===== src/rtl/ocsim_axim_tester.sv =====
// Simulation AXI4 traffic tester: writes patterned bursts, reads them back, counts mismatches.
// Optional macro OCSIM_AXIM_TESTER_RANDOM_READY_EN randomises rready/bready.

package oclib_pkg;
    typedef struct packed {
        logic [5:0]  id;
        logic [31:0] addr;
        logic [7:0]  len;
        logic [2:0]  size;
        logic [1:0]  burst;
        logic        lock;
        logic [3:0]  cache;
        logic [2:0]  prot;
        logic [3:0]  qos;
        logic [3:0]  region;
    } axi4m_a_s;

    typedef struct packed {
        logic [255:0] data;
        logic [31:0]  strb;
        logic         last;
    } axi4m_256_w_s;

    typedef struct packed {
        logic [5:0]   id;
        logic [255:0] data;
        logic [1:0]   resp;
        logic         last;
    } axi4m_256_r_s;

    typedef struct packed {
        logic [5:0] id;
        logic [1:0] resp;
    } axi4m_b_s;

    typedef struct packed {
        axi4m_a_s     aw;
        logic         awvalid;
        axi4m_a_s     ar;
        logic         arvalid;
        axi4m_256_w_s w;
        logic         wvalid;
        logic         rready;
        logic         bready;
    } axi4m_256_s;

    typedef struct packed {
        logic         awready;
        logic         arready;
        logic         wready;
        axi4m_256_r_s r;
        logic         rvalid;
        axi4m_b_s     b;
        logic         bvalid;
    } axi4m_256_fb_s;
endpackage

`ifdef OCSIM_AXIM_TESTER_RANDOM_READY_EN
package ocsim_pkg;
    function automatic bit RandPercent(input int percent);
        return int'($urandom_range(99, 0)) < percent;
    endfunction
endpackage
`endif

module ocsim_axim_tester #(
    parameter type         AximType        = oclib_pkg::axi4m_256_s,
    parameter type         AximFbType      = oclib_pkg::axi4m_256_fb_s,
    parameter logic [31:0] BaseAddress     = 32'h0000_0000,
    parameter int          Bursts          = 16,
    parameter int          BurstLen        = 4,
    parameter int          AxiId           = 0,
    parameter int          ErrorCountWidth = 16
) (
    input  logic                       clockAxim,
    input  logic                       resetAxim,
    output AximType                    axim,
    input  AximFbType                  aximFb,
    input  logic                       go,
    input  logic [31:0]                seed,
    output logic                       busy,
    output logic                       done,
    output logic [ErrorCountWidth-1:0] errors
);

    localparam int DataW      = $bits(axim.w.data);
    localparam int StrbW      = $bits(axim.w.strb);
    localparam int IdW        = $bits(axim.aw.id);
    localparam int Bytes      = DataW / 8;
    localparam int Lanes      = DataW / 32;
    localparam int BurstBytes = BurstLen * Bytes;

    localparam logic [31:0] LastBurst = 32'(Bursts - 1);
    localparam logic [8:0]  LastBeat  = 9'(BurstLen - 1);
    localparam logic [7:0]  LenVal    = 8'(BurstLen - 1);
    localparam logic [2:0]  SizeVal   = 3'($clog2(Bytes));
    localparam logic [IdW-1:0] IdVal  = IdW'(AxiId);

    typedef enum logic [2:0] {
        IDLE, WR_ADDR, WR_DATA, WR_RESP, RD_ADDR, RD_DATA, DONE
    } state_e;

    state_e                     state_q, state_d;
    logic [31:0]                seed_q, seed_d;
    logic [31:0]                burst_q, burst_d;
    logic [8:0]                 beat_q, beat_d;
    logic [ErrorCountWidth-1:0] errors_q, errors_d;

    logic [31:0]                burst_addr;
    logic [31:0]                beat_addr;
    logic [DataW-1:0]           exp_data;
    logic [2:0]                 err_inc;
    logic [ErrorCountWidth+2:0] err_sum;
    logic                       ready_en;

    function automatic logic [DataW-1:0] pattern(input logic [31:0] addr, input logic [31:0] s);
        logic [DataW-1:0] d;
        d = '0;
        for (int j = 0; j < Lanes; j++) begin
            d[j*32 +: 32] = (addr + 32'(4 * j)) ^ s;
        end
        return d;
    endfunction

`ifdef OCSIM_AXIM_TESTER_RANDOM_READY_EN
    int   ReadyPercent = 50;
    logic rand_ready_q;

    always_ff @(posedge clockAxim or negedge resetAxim) begin
        if (!resetAxim) rand_ready_q <= 1'b0;
        else            rand_ready_q <= ocsim_pkg::RandPercent(ReadyPercent);
    end

    assign ready_en = rand_ready_q;
`else
    assign ready_en = 1'b1;
`endif

    assign burst_addr = BaseAddress + burst_q * 32'(BurstBytes);
    assign beat_addr  = burst_addr + 32'(beat_q) * 32'(Bytes);
    assign exp_data   = pattern(beat_addr, seed_q);

    // NOTE: every variable gets a default before the case so no path leaves
    // one unassigned; otherwise synthesis infers a latch.
    always_comb begin
        state_d  = state_q;
        seed_d   = seed_q;
        burst_d  = burst_q;
        beat_d   = beat_q;
        errors_d = errors_q;
        err_inc  = 3'd0;
        axim     = '0;

        unique case (state_q)
            IDLE, DONE: begin
                if (go) begin
                    state_d  = WR_ADDR;
                    seed_d   = seed;
                    burst_d  = '0;
                    beat_d   = '0;
                    errors_d = '0;
                end
            end
            WR_ADDR: begin
                axim.awvalid  = 1'b1;
                axim.aw.id    = IdVal;
                axim.aw.addr  = burst_addr;
                axim.aw.len   = LenVal;
                axim.aw.size  = SizeVal;
                axim.aw.burst = 2'b01;
                if (aximFb.awready) state_d = WR_DATA;
            end
            WR_DATA: begin
                axim.wvalid = 1'b1;
                axim.w.data = exp_data;
                axim.w.strb = {StrbW{1'b1}};
                axim.w.last = (beat_q == LastBeat);
                if (aximFb.wready) begin
                    if (beat_q == LastBeat) begin
                        beat_d  = '0;
                        state_d = WR_RESP;
                    end else begin
                        beat_d = beat_q + 9'd1;
                    end
                end
            end
            WR_RESP: begin
                axim.bready = ready_en;
                if (aximFb.bvalid && ready_en) begin
                    err_inc = 3'(aximFb.b.resp != 2'b00) + 3'(aximFb.b.id != IdVal);
                    if (burst_q == LastBurst) begin
                        burst_d = '0;
                        state_d = RD_ADDR;
                    end else begin
                        burst_d = burst_q + 32'd1;
                        state_d = WR_ADDR;
                    end
                end
            end
            RD_ADDR: begin
                axim.arvalid  = 1'b1;
                axim.ar.id    = IdVal;
                axim.ar.addr  = burst_addr;
                axim.ar.len   = LenVal;
                axim.ar.size  = SizeVal;
                axim.ar.burst = 2'b01;
                if (aximFb.arready) state_d = RD_DATA;
            end
            RD_DATA: begin
                axim.rready = ready_en;
                if (aximFb.rvalid && ready_en) begin
                    err_inc = 3'(aximFb.r.data != exp_data) + 3'(aximFb.r.resp != 2'b00)
                            + 3'(aximFb.r.id != IdVal)
                            + 3'(aximFb.r.last != (beat_q == LastBeat));
                    if (beat_q == LastBeat) begin
                        beat_d = '0;
                        if (burst_q == LastBurst) begin
                            burst_d = '0;
                            state_d = DONE;
                        end else begin
                            burst_d = burst_q + 32'd1;
                            state_d = RD_ADDR;
                        end
                    end else begin
                        beat_d = beat_q + 9'd1;
                    end
                end
            end
            default: state_d = IDLE;
        endcase

        // Saturate rather than wrap so a long failing run never reads as clean.
        err_sum = {3'b000, errors_q} + {{ErrorCountWidth{1'b0}}, err_inc};
        if (err_inc != 3'd0) begin
            errors_d = (err_sum > {3'b000, {ErrorCountWidth{1'b1}}}) ? '1
                                                                    : err_sum[ErrorCountWidth-1:0];
        end
    end

    // NOTE: state registers use non-blocking assignments so every flop samples
    // pre-edge values regardless of process evaluation order.
    always_ff @(posedge clockAxim or negedge resetAxim) begin
        if (!resetAxim) begin
            state_q  <= IDLE;
            seed_q   <= '0;
            burst_q  <= '0;
            beat_q   <= '0;
            errors_q <= '0;
        end else begin
            state_q  <= state_d;
            seed_q   <= seed_d;
            burst_q  <= burst_d;
            beat_q   <= beat_d;
            errors_q <= errors_d;
        end
    end

    assign busy   = (state_q != IDLE) && (state_q != DONE);
    assign done   = (state_q == DONE);
    assign errors = errors_q;

endmodule


===== config.mk =====
export PLATFORM = sky130hd
export DESIGN_NAME = ocsim_axim_tester
export DESIGN_NICKNAME = d
export VERILOG_FILES = /design/src/rtl/ocsim_axim_tester.sv
export SDC_FILE = /design/constraint.sdc
export NUM_CORES = 1
export LEC_CHECK = 0
export BUFFER_PORTS_ARGS = -buffer_cell sky130_fd_sc_hd__buf_2
export CAP_MARGIN = 20
export CELL_PAD_IN_SITES_DETAIL_PLACEMENT = 1
export CELL_PAD_IN_SITES_GLOBAL_PLACEMENT = 1
export CORE_AREA = 2 2 299 301
export CTS_CLUSTER_SIZE = 25
export DETAILED_ROUTE_END_ITERATION = 10
export DIE_AREA = 0 0 301 303
export GPL_TIMING_DRIVEN = 0
export PLACE_DENSITY_LB_ADDON = 0.2
export SYNTH_ARGS = -nofsm -noshare
export SYNTH_HDL_FRONTEND = slang
export SYNTH_SLANG_ARGS = --single-unit

===== constraint.sdc =====
create_clock -name clockAxim -period 9.5 [get_ports clockAxim]
set_clock_uncertainty 0.15 [all_clocks]
set_input_delay 0.475 -clock clockAxim [delete_from_list [all_inputs] [get_ports clockAxim]]
set_output_delay 0.475 -clock clockAxim [all_outputs]
set_load 0.01 [all_outputs]

==> out/qor.csv <==
metric,value,unit
Routability Congestion,0.782,
"FF+latch count, synth",92,
RSZ-0062 raised after global routing,no,
DRT iter0 DRCs,375,
Cells after Synth,1431,
PostCTS Resize Cnt,0,
first-pass GRT wire length,91400,um
CP startpoint kind,flop,
final cell count without fillers,3387,
Num CTS Buffers,9,
data arrival time of the worst path,8.45,ns
root buf cell,clkbuf_16,
Post-Synthesis Cell Area,10700,um2
"Seq/Total Area, Yosys",21.5,%
predominant post-synthesis flop cell,dfrtp_1,
Layout area overhead,52.3,%
clock sink count,92,
Core Region,88000,um2
final hold violation count,0,
CP Capture Type,flop,
hold crit path type,primary input to flop,
post-CTS setup repair buffer count,0,
Worst Path Required,9.63,ns
VDD IR max,0.0877,mV
Post-synth EDFFs,0,
H-tree levels,3,
"most common cell after layout, fill and taps aside",buf_2,
Cell Pwr Density,183,nW/um2
largest net degree at the start of global routing,59,
status,completed,
ys async rst share,100,%
height of the chip,303,um
post-synthesis area per instance,7.48,um2
Die Area,91200,um2
vias in the first global route,12700,
Std-Cell Rows,109,
DR vias/cell,3.69,
final WL,67000,um
crit path time final,8.32,ns
initial core utilization,12.2,%
ANT nets after route,0,
Crit Path Category,flop to flop,
die width,301,um
final setup TNS,0,ns
number of port buffers,684,
"leading cell types in the layout, fill and taps excluded","buf_2, buf_4, nand2_1",
CTS Hold Bufs,1,
share of cells above drive strength 1,49.2,%
Slew HR,25.7,%
wire length per cell,19.8,um
worst-skew pair later-pin latency,0.39,ns
leakage power,8.88,nW
CTS tree,done,
Yosys warnings,0,
Netlist cell types,80,
gr usage total,13.9,%
setup violators final,0,
initial antenna violation count,22,
Max Fclk,120,MHz
GR Overflow Total,0,
Max-Cap Viols,0,
IO Count,759,
maximum fanout along the worst path,10,
Nets,2538,
placed insts,3359,
length of the first detailed-routing pass in iterations,4,
Worst-Margin Slew,1.11,ns
fin crit share,87.6,%
Filler Cell Count,10800,
HPWL after detailed placement,59000,um
Clock Tree Buf Depth,2,
via count,12500,
max-slew violation count,0,
Post-route DRC,0,
"CTS clk-pin slew, worst paths",0.08,ns
internal reg-to-reg setup slack,1.18,ns
state kept, by name, summed over array words and instances (netlist names):
name	cells
errors	16
seed_q	32
state_q	3
burst_q	32
beat_q	9
report_power, final:
group / switching [mW] / total, mW / internal [mW]
combinational: 1.15 / 2.02 / 0.871
sequential: 0.0774 / 0.550 / 0.473
clock: 0.185 / 0.416 / 0.231
worst max-delay path, stage by stage (launching register included):
cell and delay [ns]:
dfrtp_1 0.52, ha_1 0.27, inv_1 0.07, fa_1 0.46, nor2b_1 0.23, o2111ai_1 0.13
and3_1 0.22, xnor2_1 0.74, nand3_1 0.17, a2111oi_1 0.37, clkdlybuf4s18_2 0.30, o2111a_1 0.31
nand4_1 0.11, or4_1 0.71, fa_1 0.55, ha_1 0.22, ha_1 0.27, a32oi_1 0.14
fa_1 0.50, nor2b_1 0.12, o21ai_0 0.16, or3_1 0.43, or2_2 0.33, clkbuf_1 0.25
nand2_1 0.16, nor2_1 0.06, a211oi_1 0.24
per-layer routing:
metal,share of wire (%),vias up,global-route usage [%]
li1,-,6094,-
met1,41,5942,16.5
met2,52,390,26.1
met3,4.8,54,2.13
met4,1.8,14,3.16
met5,0.12,-,0
cell type report:
type                            instances  area (um2)  area share [%]
Buffer                                384        2760            16.9
Sequential cell                        92        2300            14.1
Tap cell                             1165        1460            8.94
Inverter                               25        93.8           0.576
Clock buffer                            9         225            1.38
Clock inverter                          6        87.6           0.537
Timing Repair Buffer                  691        3520            21.6
Multi-Input combinational cell       1003        5830            35.7
Antenna cell                           12        30.0           0.184
cell families (layout without fill, tap and decap cells):
family | Yosys count | in the layout | synth area share, %
adder cells (fa/ha/maj) | 19 | 19 | 2.43
multiplexers | 17 | 17 | 1.64
buffers and inverters | 409 | 1115 | 26.6
other | 1 | 86 | 0.0350
AND/OR/NAND/NOR | 645 | 645 | 30.7
flip-flops | 92 | 92 | 21.5
AO/OA/AOI/OAI | 167 | 167 | 10.2
XOR/XNOR | 81 | 81 | 6.87
final timing paths:
check	from	to	depth (start not counted)
min	seed[26]	seed_q[26]	3
min in group asynchronous	resetAxim	burst_q[22]	2
max reg2reg	burst_q[0]	errors[9]	26
max in group asynchronous	resetAxim	errors[13]	3
max	burst_q[0]	errors[9]	26
min reg2reg	seed_q[5]	seed_q[5]	2
metrics by stage:
step	instance area [um2]	power, mW	hold slack [ns]	setup WS [ns]	utilization, %
final	16300	2.98	0.131	1.18	18.5
after detailed placement	16000	2.65	0.280	0.847	18.1
after floorplan	11000	1.74	0.0294	3.14	-
after global placement	15900	2.62	0.330	0.131	18.0
after global routing	16300	3.24	0.133	0.539	18.5
after CTS	16300	3.08	0.111	0.803	18.5
cell usage after synthesis, types with 25 or more instances:
master / n / share of area, %
buf_4: 342 / 24
nand2_1: 186 / 6.5
nor2_1: 127 / 4.5
dfrtp_1: 92 / 22
and2_1: 55 / 3.2
xnor2_1: 54 / 4.4
nand3_1: 53 / 2.5
o21ai_0: 53 / 2.5
nand4_1: 51 / 3.0
nor4_1: 41 / 2.4
clkbuf_1: 33 / 1.2
nor3_1: 32 / 1.5
a21oi_1: 27 / 1.3
and3_1: 25 / 1.5
inv_1: 25 / 0.88
xor2_1: 25 / 2.0
No activity file was read; power rests on OpenSTA's default activity.
